--- config.mk ---
export PLATFORM = sky130hd
export DESIGN_NAME = wb_regfile
export DESIGN_NICKNAME = d
export VERILOG_FILES = /design/src/rtl/cpu_pkg.sv /design/src/rtl/wb_mux.sv /design/src/rtl/wb_regfile.sv
export SDC_FILE = /design/constraint.sdc
export NUM_CORES = 2
export LEC_CHECK = 0
export BUFFER_PORTS_ARGS = -buffer_cell sky130_fd_sc_hd__buf_2
export CORE_ASPECT_RATIO = 2
export CORE_MARGIN = 10
export CORE_UTILIZATION = 60
export DETAILED_ROUTE_END_ITERATION = 10
export PLACE_DENSITY_LB_ADDON = 0.08
export SLEW_MARGIN = 40
export SYNTH_ARGS = -nofsm -noshare
export SYNTH_HDL_FRONTEND = slang
export SYNTH_SLANG_ARGS = --single-unit
--- constraint.sdc ---
create_clock -name clk -period 2.4 [get_ports clk]
set_input_delay 0.12 -clock clk [delete_from_list [all_inputs] [get_ports clk]]
set_output_delay 0.12 -clock clk [all_outputs]
set_load 0.05 [all_outputs]
--- src/rtl/cpu_pkg.sv ---
// cpu_pkg: shared write-back select codes, register-zero index and datapath width defaults.
package cpu_pkg;
    localparam int DEF_DATA_W = 32;
    localparam int DEF_ADDR_W = 5;
    localparam logic [4:0] REG_ZERO = 5'd0;
    typedef enum logic [1:0] {
        MEMTOREG_ALU = 2'b00,
        MEMTOREG_MEM = 2'b01,
        MEMTOREG_PC4 = 2'b10
    } memtoreg_e;
endpackage

--- src/rtl/wb_mux.sv ---
// wb_mux: combinational write-back source select; the reserved code 2'b11 falls back to the ALU result.
module wb_mux
    import cpu_pkg::*;
#(
    parameter int DATA_W = DEF_DATA_W
) (
    input  logic [1:0]        mem_to_reg,
    input  logic [DATA_W-1:0] alu_out,
    input  logic [DATA_W-1:0] mem_data,
    input  logic [DATA_W-1:0] pc_plus4,
    output logic [DATA_W-1:0] wb_data
);
    always_comb begin
        wb_data = (mem_to_reg == MEMTOREG_MEM) ? mem_data :
                  (mem_to_reg == MEMTOREG_PC4) ? pc_plus4 : alu_out;
    end
endmodule

--- src/rtl/wb_regfile.sv ---
// wb_regfile: write-back select, 32-entry register file with two async read ports and a commit counter.
// Define REGFILE_BYPASS_EN to make reads return the same-cycle write-back value (write-first).
module wb_regfile
    import cpu_pkg::*;
#(
    parameter int DATA_W = DEF_DATA_W,
    parameter int ADDR_W = DEF_ADDR_W,
    parameter int CNT_W  = 32
) (
    input  logic              clk,
    input  logic              reset,
    input  logic              MEM_WB_RegWrite,
    input  logic [1:0]        MEM_WB_MemtoReg,
    input  logic [DATA_W-1:0] MEM_WB_PCplus4,
    input  logic [DATA_W-1:0] MEM_WB_ALUout,
    input  logic [ADDR_W-1:0] MEM_WB_RegWriteAddr,
    input  logic [DATA_W-1:0] MEM_WB_MemReadData,
    input  logic [ADDR_W-1:0] rs_addr,
    input  logic [ADDR_W-1:0] rt_addr,
    output logic [DATA_W-1:0] rs_data,
    output logic [DATA_W-1:0] rt_data,
    output logic [DATA_W-1:0] WB_WriteData,
    output logic              WB_WriteEn,
    output logic [CNT_W-1:0]  wb_count
);
    localparam int N = 2 ** ADDR_W;
    localparam logic [ADDR_W-1:0] ZERO = ADDR_W'(REG_ZERO);

    logic [DATA_W-1:0] regs_q [N];
    logic [DATA_W-1:0] regs_d [N];
    logic [CNT_W-1:0]  wb_count_q, wb_count_d;

    wb_mux #(.DATA_W(DATA_W)) u_wb_mux (
        .mem_to_reg (MEM_WB_MemtoReg),
        .alu_out    (MEM_WB_ALUout),
        .mem_data   (MEM_WB_MemReadData),
        .pc_plus4   (MEM_WB_PCplus4),
        .wb_data    (WB_WriteData)
    );

    assign WB_WriteEn = MEM_WB_RegWrite && (MEM_WB_RegWriteAddr != ZERO);
    assign wb_count   = wb_count_q;

    // Reset dominates a concurrent write; entry 0 is never written so reads of it are forced below.
    always_comb begin
        regs_d     = regs_q;
        wb_count_d = wb_count_q;
        if (reset) begin
            regs_d     = '{default: '0};
            wb_count_d = '0;
        end else if (WB_WriteEn) begin
            regs_d[MEM_WB_RegWriteAddr] = WB_WriteData;
            wb_count_d                  = wb_count_q + CNT_W'(1);
        end
    end

    always_ff @(posedge clk) begin
        regs_q     <= regs_d;
        wb_count_q <= wb_count_d;
    end

    always_comb begin
`ifdef REGFILE_BYPASS_EN
        rs_data = (rs_addr == ZERO) ? '0 :
                  (WB_WriteEn && rs_addr == MEM_WB_RegWriteAddr) ? WB_WriteData : regs_q[rs_addr];
        rt_data = (rt_addr == ZERO) ? '0 :
                  (WB_WriteEn && rt_addr == MEM_WB_RegWriteAddr) ? WB_WriteData : regs_q[rt_addr];
`else
        rs_data = (rs_addr == ZERO) ? '0 : regs_q[rs_addr];
        rt_data = (rt_addr == ZERO) ? '0 : regs_q[rt_addr];
`endif
    end
endmodule
Word-level counts from Yosys, hierarchy flattened
Index checks and enable logic that the tools add are counted.
- word-level logic and storage cells: 61
- register bits: 1056
- input bits: 116
- output and inout bits: 129
- reduce and logical (&&, ||, !) cells: 5
- add/subtract/negate cells: 1
- muxes and demuxes: 13
- bitwise operators: 3
- magnitude comparators: 4
- eq/ne operators: 2
- operators with widths (cell ; count):
    $bwmux 1024 ; 1
    $bmux 32 s5 ; 2
    $mux 32 ; 9
    $demux 32 s5 ; 1
    $add 32x1->32 const B ; 1
    $ge 6x6->1 const B ; 3
    $not 5->6 ; 3
    $logic_not 5->1 ; 2
    $lt 6x1->1 const B ; 1
    $reduce_bool 5->1 ; 1
    $eq 2x1->1 const B ; 1
    $eq 2x2->1 const B ; 1
    $logic_and 1x1->1 ; 2

Depth between registers and ports, before layout
- depth after elaboration: 6
- depth in mapped cells: 9
- mapped depth without buffers: 5

Hierarchy
Synthesis repeated with hierarchy kept, for this count alone.
- cell total of the unflattened synthesis: 5974
- area, all modules: 53805.4 um^2
- by module, submodules not included (module ; cells an instance ; area an instance (um^2) ; seq. area each (um^2) ; times used):
    wb_regfile ; 5867 ; 52723.1 ; 21140.3 ; 1
    wb_mux ; 107 ; 1082.3 ; 0.0 ; 1

Least setup slack after synthesis
No wires, ideal clock.
- path kind: input port to output port
- from: input rt_addr[0]
- to: output rt_data[15]
- path buffers: 4
- cell stages on the path: 7
- data arrival time: 2.794 ns
- setup slack: -0.514 ns
- required time: 2.280 ns
- cells stage by stage: clkbuf_1 buf_2 clkbuf_1 clkbuf_1 nand2_1 and3_1 nor4_1
- cells in the longest elaborated chain, start to end: 5
- elaborated cells on any way between the ends: 6
- classes of those cells: mux (4); bitwise (1); reduce/logical (1)
- ends and longest elaborated chain (element ; line ; source):
    start: declaration ; wb_regfile.sv:19 ; input logic [ADDR_W-1:0] rt_addr,
    $not 5->6 (not written as such) ; wb_regfile.sv:70 ; rt_data = (rt_addr == ZERO) ? '0 : regs_q[rt_addr];
    $bmux 32 s5 ; wb_regfile.sv:70 ;
    $mux 32 (not written as such) (2 in series) ; wb_regfile.sv:70 ;
    $mux 32 (*) ; wb_regfile.sv:70 ;
    end: declaration ; wb_regfile.sv:21 ; output logic [DATA_W-1:0] rt_data,
Every way passes the cells marked *; elsewhere a longest branch is shown, timed or not. The select of a mux whose other input is x is not followed.

Final worst setup path
- from: register regs_q[534] (netlist bit)
- to: output rs_data[22]
- cells in the longest elaborated chain, start to end: 4
- ends and longest elaborated chain (element ; line ; source):
    start: declaration ; wb_regfile.sv:29 ; logic [DATA_W-1:0] regs_q [N];
    start signal: assignment ; wb_regfile.sv:58 ; regs_q <= regs_d;
    $bmux 32 s5 ; wb_regfile.sv:69 ; rs_data = (rs_addr == ZERO) ? '0 : regs_q[rs_addr];
    $mux 32 (not written as such) (2 in series) ; wb_regfile.sv:69 ;
    $mux 32 ; wb_regfile.sv:69 ;
    end: declaration ; wb_regfile.sv:20 ; output logic [DATA_W-1:0] rs_data,
Every way passes these cells. The select of a mux whose other input is x is not followed.

==> summary.md <==
| Metric | Value |
|---|---|
| Largest family of logic cells by synthesized area | `multiplexers` |
| Filler Cell Count | `6625` |
| Detail-routed net length per standard cell | `30.5 um` |
| Number of global-route vias before repair | `52400` |
| Setup repair after global routing missed its margin | `yes` |
| Internal power consumption | `29000 uW` |
| Nets in the synthesized netlist | `6292` |
| Worst skew pair latency | `720 ps` |
| Worst-path cell with the longest stage delay | `mux4_2` |
| Net switching component of the power | `11200 uW` |
| Peak supply drop | `0.000577 V` |
| Leftover overflow at the end of global routing | `0` |
| CTS sink count | `1056` |
| Full die area | `103000 um^2` |
| Switching Fraction | `27.8%` |
| Hold path startpoint | `MEM_WB_ALUout[1]` |
| #FFs+latches synth | `1056` |
| Worst Setup SP | `regs_q[534]` |
| Post-detailed-routing wire length | `230000 um` |
| CP Data Arrival Time | `2470 ps` |
| Xor and xnor fraction of the mapped netlist area | `0.114%` |
| Rel. slew slack | `37.7%` |
| Final-layout setup total negative slack | `-4310 ps` |
| DPL Wire Length | `145000 um` |
| Portion of total power attributed to sequential cells | `44.2%` |
| Final setup viols | `52` |
| Clock-pin transition on the worst setup and hold timing paths | `70 ps` |
| Proportion of layout cells with a drive suffix above 1 | `26.3%` |
| Antenna violations before repair | `6` |
| Netlist area before placement | `53800 um^2` |
| Clock Tree Root | `clkbuf_16` |
| Initial core utilization | `60.3%` |
| Layout overhead on the synthesized area | `21.1%` |
| Synthesized-area fraction occupied by adder cells | `0.0232%` |
| First-pass detailed-route iteration total | `11` |
| Fraction of registers with async set/reset | `0%` |
| Vias/cell | `7.07` |
| Worst Path Class, Setup | `flip-flop to primary output` |
| Final Slew Violations | `0` |
| Sequential-to-total area share from yosys stat | `39.3%` |
| Achievable clock frequency | `0.386 GHz` |
| Part of the total power dissipated in combinational logic | `14.3%` |
| CP startpoint kind | `flip-flop` |
| Maximum number of pins on one net before global-route repair | `134` |
| Final hold violation count | `0` |
| Final net count | `6427` |
| Type of the tightest min-delay check | `primary input to flip-flop` |
| Via count of the routed design | `53500` |
| Distinct cells, synth | `52` |
| Post-DRT Antenna Nets | `0` |
| Share of synthesized cell area in and, or, nand and nor gates | `16.8%` |
| DR iter-0 viols | `8199` |
| Family with the most delay on the worst path | `compound AO/OA/AOI/OAI gates` |
| CP Buf/Inv Count | `2` |
| Average cell area after synthesis | `8.72 um^2` |
| Least setup slack across all paths after layout | `-193 ps` |
| Ordered list of cells on the worst path | `mux4_2 -> a22o_4 -> a2111oi_4 -> buf_4 -> nor3_2 -> buf_6` |
| Proportion of power drawn by the clock network | `41.5%` |
| I/O Buffers | `244` |
| Final design area excluding fillers | `65200 um^2` |
| Number of violations of the max-capacitance limit | `0` |
| TritonCTS clock tree | `built` |
| Core Rows | `155` |
| Largest stage delay on the critical path | `470 ps` |
| R2r startpoint | `wb_count[12]` |
| Yosys top cell by area | `dfxtp_1` |
| Die outline width | `232 um` |
| GPL Wtd Cong | `0.981` |
| Fin Clk Skew | `6.10 ps` |
| Core outline area | `89200 um^2` |
| Most frequent standard cell in the layout excluding fill and tap cells | `nand2_1` |
| Total clock buffers created by CTS | `94` |
| Boundary pin count | `245` |
| Actual transition at the worst max-transition pin | `915 ps` |
| Die H | `444 um` |
| Number of warnings reported in the yosys synthesis log | `0` |
| Global-route wire length before repair | `334000 um` |
| Cells taking the most area after synthesis | `dfxtp_1 39%, mux4_2 16%, nand2_1 14%, a21oi_1 9.5%, mux2i_1 7.2%` |
| Post-route DRC | `1` |
| Area share of the leading cell type in the synthesized netlist | `39.3%` |
| Worst setup slack before clock tree synthesis | `-308 ps` |
| Required time reported for the critical path endpoint | `2280 ps` |
| Commonest cells after routing, fill and taps aside | `2019 x nand2_1, 1021 x a21oi_1, 892 x dfxtp_1` |
| Placed Area | `59900 um^2` |
| Maximum buffer depth of the clock tree | `3` |
| H-tree depth reported by CTS | `3` |
| Commonest register cell after synthesis | `dfxtp_1` |
| Final period utilization | `108%` |
| P_leak | `0.0222 uW` |
| Cell area power density | `617 nW/um^2` |
| Minimum clock period | `2590 ps` |
| Result of the run | `complete, but fails checks` |
| Total Power | `40200 uW` |
| Fraction of synthesized area in multiplexers | `23.6%` |
| Synth Area in Compound Gates | `15.1%` |
| Failing checks | `DRC, setup timing` |
| GR Util All Layers | `43.6%` |
| Count of flip-flops with a built-in enable after synthesis | `0` |
| Worst Setup End Kind | `primary output` |
| Post-synthesis cell count | `6175` |
| Highest net fanout along the worst path | `3` |
==> power groups by stage <==
stage / sequential [uW] / clock, uW / combinational [uW]
after global placement: 18200 / 0 / 5240
after global routing: 17800 / 17300 / 5880
final: 17800 / 16700 / 5760
after detailed placement: 18200 / 0 / 5300
after CTS: 17800 / 16500 / 5510
after floorplan: 18100 / 0 / 2880
==> cell usage after synthesis (all sizes together), types with 18 or more instances <==
cell / number
a211oi: 44
dfxtp: 1056
a22oi: 60
nor2b: 42
mux2i: 389
clkbuf: 466
a22o: 64
a221o: 20
o21ai: 21
nor2: 46
mux4: 391
o22ai: 32
a31oi: 32
nor3: 34
a2111oi: 32
a21oi: 1023
buf: 174
or4: 18
nand2: 2038
o221ai: 32
==> sequential cells by signal, summed over array words and instances (netlist names) <==
register	count
regs_q	1024
wb_count	32
==> layer usage <==
layer / vias to the layer above / global-route usage, % / routed length, um
met1: 25100 / 48.3 / 72700
met3: 1669 / 12.7 / 29300
met4: 4 / 39.1 / 25400
met5: - / 0 / 26
met2: 4648 / 67.0 / 103000
li1: 22000 / - / -
==> layout make-up <==
class | instances | area, um^2 | share of cell area, %
multi-input cells | 4473 | 32300 | 49.5
flip-flops and latches | 1056 | 21300 | 32.7
repair buffers | 679 | 6770 | 10.4
clock buffers | 129 | 2740 | 4.20
well taps | 1177 | 1470 | 2.26
clock inverters | 41 | 557 | 0.854
inverters | 6 | 25.0 | 0.0384
diodes | 4 | 10.0 | 0.0154
==> worst paths after layout <==
path	endpoint	slack [ps]	cells after the start
worst max-delay path	rs_data[22]	-190	6
worst min-delay path	regs_q[1]	10	5
worst max register to register	wb_count[31]	140	4
worst min register to register	regs_q[517]	460	2
==> per-stage QoR <==
step	util (%)	cells	hold slack [ps]
2_1_floorplan	-	6175	364
3_3_place_gp	67.1	7371	449
3_5_place_dp	67.2	7375	456
4_1_cts	72.5	7557	4.59
5_1_grt	73.1	7562	65.9
6_report	73.1	7565	11.0
==> cells by family (layout without fill, tap and decap cells) <==
group	Yosys count	after routing
compound gates	1405	1405
xor+xnor	7	7
fa+ha+maj	1	1
buf+inv	646	855
flops	1056	1056
mux	782	782
other cells	0	4
simple gates	2278	2278
==> timing repair <==
item,CTS,global route
pin swaps,106,38
hold endpoints to repair,104,0
gates resized for setup,352,125
hold buffers,3,0
setup buffers,21,4
endpoints found under the setup margin,63,63
gates cloned,0,0
==> worst reg2reg max path, delay by kind of cell, from the launching register on <==
kind | cells | cell delay, ps
and+or+nand+nor | 3 | 1580
DFF | 1 | 440
AOI/OAI and AO/OA | 1 | 160
(Power assumes the default switching activity.)
